===== src/rtl/poly_song_reader.sv =====
// poly_song_reader
//
// Steps through note entries in an external synchronous song ROM and hands
// them to a bank of NUM_VOICES note players. Entries with adv=0 are chord
// members: they are issued back to back on successive voices. An entry with
// adv=1 closes a chord and holds the sequence for 'dur' beat ticks. An entry
// with adv=1 and dur=0 marks the end of the song. Overflow of the entry
// index also ends the song. In loop mode the song restarts from entry 0.
//
// Ports:
//   clk, reset  - clock, synchronous active-high reset
//   play        - level, 1 = run, 0 = pause
//   loop        - level, 1 = restart the song at its end
//   song        - song select, captured when leaving PAUSED
//   beat        - one-cycle beat tick
//   rom_addr    - {song_q, idx}, combinational from registers
//   rom_data    - {adv, note, dur, meta}, valid one cycle after rom_addr
//   new_note    - one-cycle pulse, voice/note/duration/meta valid
//   voice       - target note player index
//   note, duration, meta - registered fields of the issued entry
//   song_done   - one-cycle pulse at the end of the song
//   playing     - high while not PAUSED and not DONE
module poly_song_reader #(
    parameter int SONG_BITS  = 2,
    parameter int ADDR_BITS  = 5,
    parameter int NOTE_W     = 6,
    parameter int DUR_W      = 6,
    parameter int META_W     = 3,
    parameter int NUM_VOICES = 3,
    localparam int VOICE_W   = (NUM_VOICES > 1) ? $clog2(NUM_VOICES) : 1,
    localparam int ENTRY_W   = 1 + NOTE_W + DUR_W + META_W
) (
    input  logic                           clk,
    input  logic                           reset,
    input  logic                           play,
    input  logic                           loop,
    input  logic [SONG_BITS-1:0]           song,
    input  logic                           beat,
    output logic [SONG_BITS+ADDR_BITS-1:0] rom_addr,
    input  logic [ENTRY_W-1:0]             rom_data,
    output logic                           new_note,
    output logic [VOICE_W-1:0]             voice,
    output logic [NOTE_W-1:0]              note,
    output logic [DUR_W-1:0]               duration,
    output logic [META_W-1:0]              meta,
    output logic                           song_done,
    output logic                           playing
);

    typedef enum logic [2:0] {
        S_PAUSED,
        S_FETCH,
        S_ISSUE,
        S_WAIT,
        S_INCR,
        S_DONE
    } state_t;

    state_t               state_q;
    state_t               state_d;
    logic [SONG_BITS-1:0] song_q;
    logic [ADDR_BITS-1:0] idx;
    logic [DUR_W-1:0]     count;
    logic [VOICE_W-1:0]   vcnt;

    // Entry field decode
    logic                 rom_adv;
    logic [NOTE_W-1:0]    rom_note;
    logic [DUR_W-1:0]     rom_dur;
    logic [META_W-1:0]    rom_meta;
    logic                 is_end;
    logic                 idx_last;

    assign rom_adv  = rom_data[ENTRY_W-1];
    assign rom_note = rom_data[ENTRY_W-2 -: NOTE_W];
    assign rom_dur  = rom_data[META_W +: DUR_W];
    assign rom_meta = rom_data[META_W-1:0];
    assign is_end   = rom_adv && (rom_dur == '0);
    assign idx_last = (idx == {ADDR_BITS{1'b1}});

    assign rom_addr = {song_q, idx};
    assign playing  = (state_q != S_PAUSED) && (state_q != S_DONE);

    // Round-robin voice allocation for chord members
    function automatic logic [VOICE_W-1:0] next_voice(input logic [VOICE_W-1:0] v);
        if (v == VOICE_W'(NUM_VOICES - 1))
            return '0;
        else
            return v + 1'b1;
    endfunction

    always_comb begin
        state_d = state_q;
        case (state_q)
            S_PAUSED: begin
                if (play)
                    state_d = S_FETCH;
            end
            S_FETCH: begin
                state_d = play ? S_ISSUE : S_PAUSED;
            end
            S_ISSUE: begin
                // The end marker decides between restart and stop on its own;
                // loop && play is false whenever play has dropped.
                if (is_end)
                    state_d = (loop && play) ? S_FETCH : S_DONE;
                else if (!play)
                    state_d = S_PAUSED;
                else
                    state_d = rom_adv ? S_WAIT : S_INCR;
            end
            S_WAIT: begin
                if (!play)
                    state_d = S_PAUSED;
                else if (beat && (count == DUR_W'(1)))
                    state_d = S_INCR;
            end
            S_INCR: begin
                if (idx_last)
                    state_d = (loop && play) ? S_FETCH : S_DONE;
                else
                    state_d = play ? S_FETCH : S_PAUSED;
            end
            S_DONE: begin
                if (!play)
                    state_d = S_PAUSED;
            end
            default: state_d = S_PAUSED;
        endcase
    end

    always_ff @(posedge clk) begin
        if (reset) begin
            state_q   <= S_PAUSED;
            song_q    <= '0;
            idx       <= '0;
            count     <= '0;
            vcnt      <= '0;
            new_note  <= 1'b0;
            voice     <= '0;
            note      <= '0;
            duration  <= '0;
            meta      <= '0;
            song_done <= 1'b0;
        end else begin
            state_q   <= state_d;
            new_note  <= 1'b0;
            song_done <= 1'b0;
            case (state_q)
                S_PAUSED: begin
                    if (play) begin
                        song_q <= song;
                        // A different song starts from its first entry;
                        // the same song resumes at the paused entry.
                        if (song != song_q) begin
                            idx  <= '0;
                            vcnt <= '0;
                        end
                    end
                end
                S_ISSUE: begin
                    if (is_end) begin
                        song_done <= 1'b1;
                        idx       <= '0;
                        vcnt      <= '0;
                    end else begin
                        new_note <= 1'b1;
                        voice    <= vcnt;
                        note     <= rom_note;
                        duration <= rom_dur;
                        meta     <= rom_meta;
                        if (rom_adv) begin
                            vcnt  <= '0;
                            count <= rom_dur;
                        end else begin
                            vcnt <= next_voice(vcnt);
                        end
                    end
                end
                S_WAIT: begin
                    // Pausing freezes count; resume reloads it from the ROM.
                    if (play && beat)
                        count <= count - 1'b1;
                end
                S_INCR: begin
                    idx <= idx + 1'b1;
                    if (idx_last) begin
                        song_done <= 1'b1;
                        vcnt      <= '0;
                    end
                end
                default: begin
                end
            endcase
        end
    end

endmodule


===== config.mk =====
export PLATFORM = sky130hd
export DESIGN_NAME = poly_song_reader
export DESIGN_NICKNAME = d
export VERILOG_FILES = /design/src/rtl/poly_song_reader.sv
export SDC_FILE = /design/constraint.sdc
export NUM_CORES = 1
export LEC_CHECK = 0
export BUFFER_PORTS_ARGS = -buffer_cell sky130_fd_sc_hd__buf_2
export CAP_MARGIN = 20
export CORE_ASPECT_RATIO = 1.4
export CORE_MARGIN = 4
export CORE_UTILIZATION = 45
export CTS_CLUSTER_DIAMETER = 200
export DETAILED_ROUTE_END_ITERATION = 10
export HOLD_SLACK_MARGIN = 0.05
export PLACE_DENSITY = 0.71
export SYNTH_ARGS = -nofsm -noshare
export SYNTH_HDL_FRONTEND = slang
export SYNTH_SLANG_ARGS = --single-unit

===== constraint.sdc =====
create_clock -name clk -period 2.55 [get_ports clk]
set_input_delay 0.255 -clock clk [delete_from_list [all_inputs] [get_ports clk]]
set_output_delay 0.255 -clock clk [all_outputs]
set_load 0.005 [all_outputs]

# Word level (Yosys, flattened, before mapping)
# Index checks and enable logic that the tools add are counted.
[op_classes]
muxes = 31
n_reduce_logical = 17
n_eq_ne = 19
bitwise = 2
addsub = 3
[op_table]
columns = ["op", "n"]
rows = [
  ["$mux W3", 9],
  ["$mux W6", 3],
  ["$pmux W3 S6", 1],
  ["$ne A2 B2 Y1 const B", 8],
  ["$mux W5", 3],
  ["$pmux W5 S3", 1],
  ["$mux W2", 7],
  ["$pmux W6 S2", 1],
  ["$reduce_and A4 Y1", 3],
  ["$eq A3 B2 Y1 const B", 2],
  ["$eq A3 B3 Y1 const B", 2],
  ["$eq A6 B1 Y1 const B", 1],
  ["$logic_not A6 Y1", 1],
  ["$ne A3 B3 Y1 const B", 2],
  ["$pmux W2 S3", 1],
  ["$reduce_bool A3 Y1", 2],
  ["$sub A6 B1 Y6 const B", 1],
  ["$add A5 B1 Y5 const B", 1],
  ["$eq A5 B5 Y1 const B", 1],
  ["$logic_and A1 B1 Y1", 5],
  ["$mux W1", 4],
  ["$reduce_and A2 Y1", 2],
  ["$eq A3 B1 Y1 const B", 1],
  ["$logic_not A3 Y1", 1],
  ["other kinds (8)", 9],
]
[totals]
in_bits = 23
register_bits = 37
out_inout_bits = 27
wordCells = 83

# Longest topological paths before layout
# Gate-level depths: netlist (run 1).
[logic_depth]
word_depth = 5
mapped_depth = 7
ltp_nobuf = 7

# Worst setup path before layout (run 1)
# Ideal clock, no wire load.
[synth_path]
path_type = "reg-to-reg"
start = "reg idx[0]"
end = "reg state_q[0]"
slack_ps = 729
path_stages_with_launch = 8
n_path_buf = 0
required_ps = 2480
synth_period_minus_slack_ps = 1821
arrival_time_ps = 1750
path_cell_list = "dfxtp_1 -> ha_1 -> and3_1 -> ha_1 -> nor3b_1 -> a2111o_1 -> a221o_1 -> a21oi_1"
[synth_via]
elab_chain_cells = 3
[synth_rtl]
columns = ["element", "line", "rtl"]
rows = [
  ["start, declared", "62", "logic [ADDR_BITS-1:0] idx;"],
  ["start signal, assigned", "186", "idx <= idx + 1'b1;"],
  ["$eq A5 B5 Y1", "79", "assign idx_last = (idx == {ADDR_BITS{1'b1}});"],
  ["$mux W3", "119", "if (idx_last)"],
  ["$pmux W3 S6", "94", "case (state_q)"],
  ["end signal, assigned", "146", "state_q <= state_d;"],
  ["end, declared", "59", "state_t state_q;"],
]
# No other way between the ends.
# A chain may end at the register's enable or synchronous reset.

# Worst setup path after layout (run 1)
# Same ends and word-level chain as after synthesis.

==> impl_metrics.sql, run 1 <==
INSERT INTO impl_metrics (metric_group, metric, value, unit) VALUES
('layout', 'finalNonFillerCells', '309', ''),
('synthesis', 'post_synth_fa_ha_maj_area_fraction', '0.03255', ''),
('detailed_routing', 'drc', '0', ''),
('layout', 'post_route_cells_drive_above_1_share', '0.2782', ''),
('clock_network', 'cts_resized', '0', ''),
('run_status', 'outcome', 'complete, no violations', ''),
('pwr', 'intPower', '0.8565', 'mW'),
('detailed_routing', 'post_drt_via_cell_ratio', '5.638', ''),
('clock_network', 'cts.path.max_buffers', '2', ''),
('synthesis', 'syn_nets', '245', ''),
('detailed_routing', 'first_iter_violations', '48', ''),
('clock_network', 'cts_setup_buffers', '0', ''),
('worst_setup_path', 'setup.worst_path.end_class', 'flip-flop', ''),
('placed_design', 'io_buffer_count', '49', ''),
('layout', 'num-nets-final', '293', ''),
('die', 'die_h', '85.33', 'microns'),
('global_route', 'grt-busiest-layer', 'met2', ''),
('timing', 'rsz_0062_raised_after_global_routing', 'no', ''),
('die', 'num_rows', '27', ''),
('clock_network', 'reg_clk_slew_reported_paths', '90', 'ps'),
('placed_design', 'post-place-ws', '619.2', 'ps'),
('clock_network', 'clockRootBuffer', 'sky130_fd_sc_hd__clkbuf_8', ''),
('placed_design', 'dp.cells', '301', ''),
('synthesis', 'synthCells', '217', ''),
('die', 'die_w', '63.23', 'microns'),
('synthesis', 'synthesis_warning_total', '0', ''),
('pwr', 'clkPwrFrac', '0.359', ''),
('clock_network', 'htreeDepth', '2', ''),
('detailed_routing', 'total_wirelength', '4434', 'microns'),
('timing', 'final_period_minus_worst_setup_slack', '1934', 'ps'),
('timing', 'post-route-worst-setup-slack', '616.4', 'ps'),
('layout', 'areaGrowthSynthToFinish', '18.95', '%'),
('timing', 'final_worst_path_cycle_share', '0.7583', ''),
('clock_network', 'cts_tree', 'done', ''),
('placed_design', 'gpl.final_weighted_congestion', '0.7901', ''),
('pwr', 'leakage_power_total', '0.9613', 'nW'),
('worst_setup_path', 'data_arrival_at_the_endpoint_of_the_critical_path', '2170', 'ps'),
('global_route', 'grt_first_pass_wirelength', '7452', 'microns'),
('worst_setup_path', 'setup.worst_path.start_class', 'flip-flop', ''),
('global_route', 'total_congestion_overflow_after_global_routing', '0', ''),
('detailed_routing', 'drt-wirelength-per-cell', '14.35', 'microns'),
('placed_design', 'dpl_cell_area', '2196', 'sq um'),
('clock_network', 'clk_latency', '300', 'ps'),
('synthesis', 'edff_count_synth', '0', ''),
('die', 'design.core.area', '4020', 'sq um'),
('synthesis', 'mapped_cell_area', '1922', 'sq um'),
('timing', 'finalSetupViolations', '0', ''),
('pwr', 'power_switching_share', '0.2790', ''),
('detailed_routing', 'num_vias', '1742', ''),
('worst_setup_path', 'worst-path-max-fanout', '6', ''),
('global_route', 'met1_global_route_usage', '0.2108', ''),
('timing', 'fin_setup_tns', '0', 'ps'),
('detailed_routing', 'final_antenna_net_count', '0', ''),
('synthesis', 'synth_area_in_simple_gates', '0.2135', ''),
('synthesis', 'synth_sequential_area_ratio', '0.3854', ''),
('synthesis', 'ys_async_sr_fraction', '0', ''),
('timing', 'hold_violations', '0', ''),
('timing', 'timing.fmax', '0.5172', 'GHz'),
('pwr', 'switching_power', '0.3314', 'mW'),
('clock_network', 'cts_sinks', '37', ''),
('synthesis', 'synth_compound_gate_area_share', '0.1966', ''),
('worst_setup_path', 'critPathKind', 'flip-flop to flip-flop', ''),
('layout', 'fin_area', '2286', 'sq um'),
('synthesis', 'post_synth_mux_area_share', '0.1042', ''),
('pwr', 'part_of_the_power_in_registers', '0.509', ''),
('synthesis', 'syn_avg_cell_area', '8.856', 'sq um'),
('worst_setup_path', 'critPathRequiredTime', '2780', 'ps'),
('timing', 'max-slew-margin-rel', '0.4101', ''),
('global_route', 'grt_start_max_net_pins', '36', ''),
('global_route', 'grt_use_met3', '0.03709', ''),
('timing', 'worst_slew_pin_slew', '873.8', 'ps');
==> power groups by stage <==
stage,combinational [mW],sequential [mW],clock (mW)
5_1_grt,0.173,0.607,0.457
3_5_place_dp,0.157,0.618,0
2_1_floorplan,0.105,0.615,0
3_3_place_gp,0.156,0.618,0
4_1_cts,0.158,0.605,0.435
6_report,0.156,0.605,0.427
==> metrics by stage <==
step | util | power [mW]
finish | 0.5686 | 1.188
global placement | 0.5462 | 0.7739
detailed placement | 0.5462 | 0.7750
CTS | 0.5686 | 1.197
global route | 0.5686 | 1.238
floorplan | - | 0.7197
==> synthesized netlist by cell type, drive strengths merged (2+ instances only) <==
cell,count
nor3,3
and3,2
a22o,3
a311oi,2
nand3,5
nor4,2
dfxtp,37
mux2i,20
inv,6
ha,5
o21a,2
clkbuf,7
a21oi,18
xor2,3
nand2b,2
o32ai,6
nor2b,2
nor2,31
or3b,2
nand2,15
a31oi,5
nor3b,4
buf,8
nor4b,4
and2,4
a211oi,2
==> metal layers <==
| layer | routed length, microns | vias up |
|---|---|---|
| met1 | 2014 | 803 |
| met4 | 51 | 0 |
| met5 | 0 | - |
| li1 | - | 883 |
| met2 | 2110 | 51 |
| met3 | 258 | 5 |
==> critical path: stages, from the launching register on <==
cell	delay (ps)
sky130_fd_sc_hd__dfxtp_1	430
sky130_fd_sc_hd__ha_1	220
sky130_fd_sc_hd__and3_1	200
sky130_fd_sc_hd__ha_1	170
sky130_fd_sc_hd__nor3b_1	50
sky130_fd_sc_hd__a2111o_1	380
sky130_fd_sc_hd__a221o_1	320
sky130_fd_sc_hd__a21oi_1	120
==> sequential cells by signal, indices dropped and copies added, names as in the netlist <==
signal     count
new_note       1
note           6
song_done      1
meta           3
state_q        3
voice          2
count          6
song_q         2
duration       6
idx            5
vcnt           2
==> cell families (layout without fill, tap and decap cells) <==
group | after synthesis | count (layout)
flops | 37 | 37
fa+ha+maj | 5 | 5
simple gates | 80 | 80
compound gates | 51 | 51
mux | 20 | 20
xor+xnor | 3 | 3
buf+inv | 21 | 70
==> area by class of cell <==
type,count,area (sq um)
repair buffers,56,297.8
clock inverters,3,21.27
inverters,6,22.52
fillers,378,1734
multi-input cells,159,1081
clock buffers,5,68.82
well taps,43,53.80
flip-flops and latches,37,740.7
==> final timing paths <==
path | start | to | slack (ps) | cells after the start
min reg2reg | count[4] | count[4] | 470 | 2
max reg2reg | idx[0] | state_q[0] | 620 | 7
min | rom_data[9] | note[0] | 200 | 3
max | idx[0] | state_q[0] | 620 | 7
==> cell usage in the layout, fill, tap and decap left out, types with 4 or more instances in the layout <==
| cell | Yosys | routed |
|---|---|---|
| sky130_fd_sc_hd__a21oi_1 | 18 | 17 |
| sky130_fd_sc_hd__o32ai_1 | 5 | 5 |
| sky130_fd_sc_hd__ha_1 | 5 | 5 |
| sky130_fd_sc_hd__mux2i_1 | 20 | 20 |
| sky130_fd_sc_hd__nor2_1 | 31 | 31 |
| sky130_fd_sc_hd__nor3b_1 | 4 | 4 |
| sky130_fd_sc_hd__a31oi_1 | 5 | 5 |
| sky130_fd_sc_hd__dfxtp_1 | 37 | 37 |
| sky130_fd_sc_hd__nand2_1 | 15 | 15 |
| sky130_fd_sc_hd__buf_2 | 2 | 49 |
| sky130_fd_sc_hd__clkbuf_8 | 0 | 5 |
| sky130_fd_sc_hd__buf_4 | 2 | 7 |
| sky130_fd_sc_hd__nand3_1 | 5 | 5 |
| sky130_fd_sc_hd__inv_1 | 6 | 6 |
Power figures use the tool's default switching activity.
==> run 2: changes to the inputs <==
Settings changed: PLACE_DENSITY 0.71 to 0.73.
Clock period 2.55 ns to 1.75 ns, I/O delays scaled along.
==> impl_metrics.sql, run 2 (synthesis gave the netlist of run 1 again) <==
INSERT INTO impl_metrics (metric_group, metric, value, unit) VALUES
('die', 'die-area', '5395', 'sq um'),
('global_route', 'total_congestion_overflow_after_global_routing', '0', ''),
('timing', 'hold_violations', '0', ''),
('timing', 'timing_max_transition_violations_final', '0', ''),
('min_path', 'hp-class', 'primary input to flip-flop', ''),
('clock_network', 'reg_clk_slew_reported_paths', '80', 'ps'),
('placed_design', 'dp.cells', '317', ''),
('timing', 'rsz_0062_raised_after_global_routing', 'no', ''),
('worst_setup_path', 'critPathKind', 'flip-flop to flip-flop', ''),
('pwr', 'power_switching_share', '0.2565', ''),
('timing', 'final_period_minus_worst_setup_slack', '1648', 'ps'),
('layout', 'final_cell_mix', 'sky130_fd_sc_hd__buf_2 (49), sky130_fd_sc_hd__dfxtp_1 (35), sky130_fd_sc_hd__nor2_1 (31)', ''),
('die', 'die_w', '63.23', 'microns'),
('worst_setup_path', 'timing.critical_path.slowest_stage_cell', 'sky130_fd_sc_hd__or3b_4', ''),
('timing', 'finalSetupViolations', '0', ''),
('die', 'num_rows', '27', ''),
('global_route', 'grt_start_max_net_pins', '23', ''),
('placed_design', 'gpl.final_weighted_congestion', '0.8437', ''),
('placed_design', 'post-place-ws', '-15.14', 'ps'),
('global_route', 'grt_pass1_vias', '1801', ''),
('global_route', 'antenna_found_initial', '0', ''),
('layout', 'mostFrequentLayoutCell', 'sky130_fd_sc_hd__buf_2', ''),
('worst_setup_path', 'critical_path.max_stage_delay', '430', 'ps'),
('pwr', 'intPower', '1.409', 'mW'),
('clock_network', 'clockRootBuffer', 'sky130_fd_sc_hd__clkbuf_8', ''),
('clock_network', 'cts_setup_buffers', '0', ''),
('pwr', 'irDropWorstVdd', '0.0005970', 'V'),
('detailed_routing', 'drc', '0', ''),
('layout', 'num-nets-final', '309', ''),
('detailed_routing', 'first_pass_iters', '4', ''),
('die', 'design.core.area', '4020', 'sq um'),
('detailed_routing', 'total_wirelength', '4840', 'microns'),
('layout', 'post_route_cells_drive_above_1_share', '0.3404', ''),
('timing', 'fin_skew', '3.397', 'ps'),
('layout', 'registers_with_the_highest_flip_flop_counts', 'count (6), duration (6), note (6)', ''),
('pwr', 'part_of_the_power_in_registers', '0.462', ''),
('run_status', 'outcome', 'complete, no violations', ''),
('worst_setup_path', 'ff2ff_setup_slack', '100', 'ps'),
('layout', 'num_antenna_cells', '0', ''),
('detailed_routing', 'post_drt_via_cell_ratio', '5.686', ''),
('clock_network', 'clk_latency', '290', 'ps'),
('clock_network', 'cts.path.max_buffers', '2', ''),
('worst_setup_path', 'data_arrival_at_the_endpoint_of_the_critical_path', '1850', 'ps'),
('clock_network', 'holdBufCountCts', '0', ''),
('detailed_routing', 'final_antenna_net_count', '0', ''),
('timing', 'max-slew-margin-rel', '0.6243', ''),
('worst_setup_path', 'critPathRequiredTime', '1960', 'ps'),
('die', 'initial_utilization', '0.4781', ''),
('layout', 'areaGrowthSynthToFinish', '28.65', '%'),
('worst_setup_path', 'setup.worst_path.end_class', 'flip-flop', ''),
('flow_run', 'timing.max_cap.violations', '0', ''),
('clock_network', 'htreeDepth', '2', ''),
('layout', 'finalNonFillerCells', '325', ''),
('pwr', 'switching_power', '0.4859', 'mW'),
('pwr', 'comb_power_share', '0.136', ''),
('clock_network', 'cts_tree', 'done', ''),
('placed_design', 'io_buffer_count', '49', ''),
('die', 'die_h', '85.33', 'microns'),
('pwr', 'pwr_density_cell', '766.3', 'nW/um^2'),
('global_route', 'track_usage', '0.1882', ''),
('timing', 'worst_slew_pin_slew', '554.7', 'ps'),
('detailed_routing', 'drt-wirelength-per-cell', '14.89', 'microns'),
('timing', 'final_worst_path_cycle_share', '0.9417', ''),
('worst_setup_path', 'cpLargestDelayFamily', 'simple AND/OR/NAND/NOR gates', ''),
('timing', 'timing.fmax', '0.6068', 'GHz'),
('pwr', 'clkPwrFrac', '0.402', ''),
('timing', 'post-route-worst-setup-slack', '102.0', 'ps'),
('die', 'ios', '50', ''),
('detailed_routing', 'first_iter_violations', '93', ''),
('detailed_routing', 'num_vias', '1848', ''),
('clock_network', 'cts_made_buffers', '5', ''),
('clock_network', 'cts_sinks', '37', ''),
('worst_setup_path', 'crit_buf_inv', '0', ''),
('worst_setup_path', 'setup.worst_path.start_class', 'flip-flop', ''),
('placed_design', 'hpwl', '3506', 'microns'),
('global_route', 'grt_first_pass_wirelength', '8252', 'microns'),
('pwr', 'leakage_power_total', '1.054', 'nW'),
('worst_setup_path', 'worstPathCellList', 'or3b_4 -> a211o_4 -> and2_4 -> o32ai_1', ''),
('worst_setup_path', 'worst-path-max-fanout', '8', '');
run 2: layout make-up:
| cell class | instances | area, sq um |
|---|---|---|
| sequential | 37 | 745.7 |
| multi-input combinational | 159 | 1106 |
| tap | 43 | 53.80 |
| timing repair buffer | 72 | 430.4 |
| clock buffer | 5 | 68.82 |
| clock inverter | 3 | 45.04 |
| inverter | 6 | 22.52 |
| fill | 356 | 1548 |
run 2: metrics by stage:
stage	instance area [sq um]	setup TNS (ps)	util	hold WS, ps	power (mW)
2_1_floorplan	1929	0	-	322.2	1.047
3_3_place_gp	2336	0	0.5811	406.4	1.146
3_5_place_dp	2336	-15.14	0.5811	419.1	1.149
4_1_cts	2467	0	0.6138	110.8	1.903
5_1_grt	2472	0	0.6150	123.3	1.970
6_report	2472	0	0.6150	112.3	1.895
run 2: routing by layer:
metal  track usage  share of wire  up-vias
met5             0              0        -
met2        0.3314           0.51       47
met4       0.08055          0.018        0
met1        0.2193           0.43      879
met3       0.03841          0.046        8
li1              -              -      914
run 2: worst paths after layout:
| kind | start | to | cells past startpoint |
|---|---|---|---|
| worst max-delay path | state_q[1] | count[3] | 4 |
| worst min-delay path | rom_data[12] | note[3] | 3 |
| worst max register to register | state_q[1] | count[3] | 4 |
| worst min register to register | count[4] | count[4] | 2 |
run 2: power by group through the flow:
| stage | clock, mW | sequential (mW) | combinational, mW |
|---|---|---|---|
| after floorplan | 0 | 0.895 | 0.153 |
| after global placement | 0 | 0.895 | 0.251 |
| after detailed placement | 0 | 0.895 | 0.253 |
| after CTS | 0.773 | 0.876 | 0.255 |
| after global routing | 0.807 | 0.880 | 0.283 |
| final | 0.762 | 0.876 | 0.257 |
run 2: tightest hold or removal path, delay by kind of cell:
kind / cells / cell delay (ps)
buffers and inverters: 1 / 70
AND/OR/NAND/NOR: 1 / 70
multiplexers: 1 / 50
run 2: what timing repair did:
action                     in CTS  in global routing
pin swaps                       3                  2
setup endpoints to repair       1                  5
gates resized for setup         3                  2
hold endpoints to repair        0                  0
==> run 3: changes to the inputs <==
Settings changed: CORE_UTILIZATION 45 to 47, PLACE_DENSITY 0.73 to 0.76.
==> impl_metrics.sql, run 3 (synthesis gave the netlist of run 1 again) <==
INSERT INTO impl_metrics (metric_group, metric, value, unit) VALUES
('global_route', 'track_usage', '0.1992', ''),
('clock_network', 'clk_latency', '300', 'ps'),
('clock_network', 'cts_sinks', '37', ''),
('placed_design', 'dpl_cell_area', '2336', 'sq um'),
('flow_run', 'timing.max_cap.violations', '0', ''),
('timing', 'fin_skew', '14.67', 'ps'),
('min_path', 'hp-class', 'primary input to flip-flop', ''),
('worst_setup_path', 'ff_to_ff_path_depth', '7', ''),
('placed_design', 'dp.cells', '317', ''),
('clock_network', 'clockRootBuffer', 'sky130_fd_sc_hd__clkbuf_8', ''),
('clock_network', 'cts.path.max_buffers', '2', ''),
('detailed_routing', 'post_drt_via_cell_ratio', '5.789', ''),
('worst_setup_path', 'ff2ff_setup_slack', '50', 'ps'),
('die', 'initial_utilization', '0.4862', ''),
('worst_setup_path', 'crit_buf_inv', '0', ''),
('layout', 'num-nets-final', '311', ''),
('pwr', 'switching_power', '0.4839', 'mW'),
('layout', 'layout.core_utilization', '0.6299', ''),
('detailed_routing', 'num_vias', '1893', ''),
('layout', 'post_route_cells_drive_above_1_share', '0.3486', ''),
('worst_setup_path', 'crit-reg2reg-launch', 'idx[0]', ''),
('worst_setup_path', 'worstPathCellList', 'ha_4 -> and3_4 -> ha_4 -> nor3b_1 -> a2111o_1 -> a221o_1 -> a21oi_1', ''),
('pwr', 'intPower', '1.346', 'mW'),
('global_route', 'antenna_found_initial', '0', ''),
('detailed_routing', 'drc', '0', ''),
('placed_design', 'io_buffer_count', '49', ''),
('pwr', 'pwr_density_cell', '734.8', 'nW/um^2'),
('die', 'die_w', '62.05', 'microns'),
('detailed_routing', 'met2WireLength', '2525', 'microns'),
('layout', 'areaGrowthSynthToFinish', '29.56', '%'),
('layout', 'finalNonFillerCells', '327', ''),
('layout', 'mostFrequentLayoutCell', 'sky130_fd_sc_hd__buf_2', ''),
('worst_setup_path', 'critical_path.max_stage_delay', '380', 'ps'),
('worst_setup_path', 'timing.critical_path.slowest_stage_cell', 'sky130_fd_sc_hd__a2111o_1', ''),
('timing', 'hold_violations', '0', ''),
('worst_setup_path', 'critPathKind', 'flip-flop to flip-flop', ''),
('timing', 'finalSetupViolations', '0', ''),
('worst_setup_path', 'cpLargestDelayFamily', 'compound AO/OA/AOI/OAI gates', ''),
('timing', 'rsz_0062_raised_after_global_routing', 'no', ''),
('pwr', 'power_switching_share', '0.2645', ''),
('min_path', 'worstHoldEndpoint', 'meta[2]', ''),
('detailed_routing', 'final_antenna_net_count', '0', ''),
('die', 'die-area', '5191', 'sq um'),
('timing', 'worst_slew_pin_slew', '582.8', 'ps'),
('pwr', 'comb_power_share', '0.142', ''),
('timing', 'hold_slack_final', '113.4', 'ps'),
('detailed_routing', 'first_pass_iters', '4', ''),
('global_route', 'grt_pass1_vias', '1745', ''),
('worst_setup_path', 'worst-path-max-fanout', '2', ''),
('worst_setup_path', 'critical-path-top-cell-by-count', 'sky130_fd_sc_hd__ha_4', ''),
('layout', 'final_cell_mix', 'sky130_fd_sc_hd__buf_2 (49), sky130_fd_sc_hd__dfxtp_1 (34), sky130_fd_sc_hd__nor2_1 (31)', ''),
('clock_network', 'reg_clk_slew_reported_paths', '90', 'ps'),
('pwr', 'part_of_the_power_in_registers', '0.479', ''),
('clock_network', 'htreeDepth', '2', ''),
('timing', 'max-slew-margin-rel', '0.6053', ''),
('min_path', 'worstHoldStart', 'rom_data[2]', ''),
('worst_setup_path', 'data_arrival_at_the_endpoint_of_the_critical_path', '1940', 'ps'),
('layout', 'registers_with_the_highest_flip_flop_counts', 'count (6), duration (6), note (6)', ''),
('timing', 'final_period_minus_worst_setup_slack', '1701', 'ps'),
('detailed_routing', 'met1_length', '2069', 'microns'),
('die', 'ios', '50', ''),
('layout', 'num_antenna_cells', '0', ''),
('die', 'design.core.area', '3953', 'sq um'),
('pwr', 'irDropWorstVdd', '0.0006265', 'V'),
('pwr', 'clkPwrFrac', '0.379', ''),
('run_status', 'outcome', 'complete, no violations', ''),
('clock_network', 'cts_made_buffers', '5', ''),
('clock_network', 'holdBufCountCts', '0', ''),
('detailed_routing', 'total_wirelength', '5006', 'microns'),
('global_route', 'grt_first_pass_wirelength', '7962', 'microns'),
('timing', 'final_worst_path_cycle_share', '0.9719', ''),
('detailed_routing', 'drt-wirelength-per-cell', '15.31', 'microns'),
('placed_design', 'hpwl', '3627', 'microns'),
('layout', 'number_of_fillers_in_the_final_layout', '347', ''),
('pwr', 'leakage_power_total', '1.065', 'nW'),
('layout', 'fin_area', '2490', 'sq um'),
('worst_setup_path', 'setup.worst_path.start_class', 'flip-flop', ''),
('min_path', 'timing.hold.worst_path_depth', '3', ''),
('worst_setup_path', 'setup.worst_path.end_class', 'flip-flop', ''),
('die', 'num_rows', '27', ''),
('worst_setup_path', 'timing.rr.end', 'state_q[0]', ''),
('detailed_routing', 'first_iter_violations', '82', ''),
('global_route', 'total_congestion_overflow_after_global_routing', '0', ''),
('worst_setup_path', 'critPathRequiredTime', '1990', 'ps'),
('die', 'die_h', '83.66', 'microns'),
('detailed_routing', 'wl_met3', '308', 'microns'),
('timing', 'timing.fmax', '0.5880', 'GHz'),
('placed_design', 'gpl.final_weighted_congestion', '0.8662', ''),
('detailed_routing', 'top_layer_used', 'met4', ''),
('clock_network', 'cts_tree', 'done', ''),
('timing', 'timing_max_transition_violations_final', '0', ''),
('global_route', 'grt_start_max_net_pins', '25', '');
## run 3: layout make-up
cell class,instances,area (sq um),share of cell area
clock buffer,7,96.34,0.03869
clock inverter,1,8.758,0.003518
inverter,6,22.52,0.009045
multi-input combinational,159,1116,0.4482
sequential,37,747.0,0.3000
tap,43,53.80,0.02161
timing repair buffer,74,445.4,0.1789
## run 3: power groups by stage
stage	Combinational, mW	Sequential (mW)	Clock (mW)
after global routing	0.284	0.879	0.731
after CTS	0.256	0.877	0.705
after detailed placement	0.255	0.896	0
after floorplan	0.153	0.895	0
final	0.259	0.877	0.694
after global placement	0.250	0.895	0
## run 3: timing repair
action | in CTS | in global routing
setup buffers | 0 | 2
gates cloned | 0 | 0
pin swaps | 3 | 2
resized for setup | 3 | 4
setup endpoints to repair | 1 | 11
## run 3: worst min-delay path, cell delays in order
cell and delay (ps):
sky130_fd_sc_hd__buf_2 70, sky130_fd_sc_hd__mux2i_1 50, sky130_fd_sc_hd__nor2_1 70
## run 3: metrics by stage
| step | worst slack [ps] | total power, mW | TNS (ps) |
|---|---|---|---|
| floorplan | 0.4143 | 1.047 | 0 |
| global placement | 12.05 | 1.145 | 0 |
| detailed placement | -10.17 | 1.151 | -10.17 |
| CTS | 17.84 | 1.837 | 0 |
| global route | 8.403 | 1.894 | 0 |
| finish | 49.24 | 1.830 | 0 |
## run 3: routing by layer
layer	GRT usage	vias up
met3	0.04489	12
met1	0.2569	899
met4	0.09073	0
met2	0.3047	65
met5	0	-
li1	-	917
## run 3: worst max-delay path by stage
| stage | cells past startpoint | end | slack (ps) | from |
|---|---|---|---|---|
| after floorplan | 7 | state_q[0] | 0.4 | idx[0] |
| after CTS | 7 | state_q[0] | 20 | idx[0] |
| after global routing | 7 | state_q[0] | 8 | idx[1] |
| final | 7 | state_q[0] | 50 | idx[0] |
| after global placement | 7 | state_q[0] | 10 | idx[0] |
| after detailed placement | 7 | state_q[0] | -10 | idx[0] |
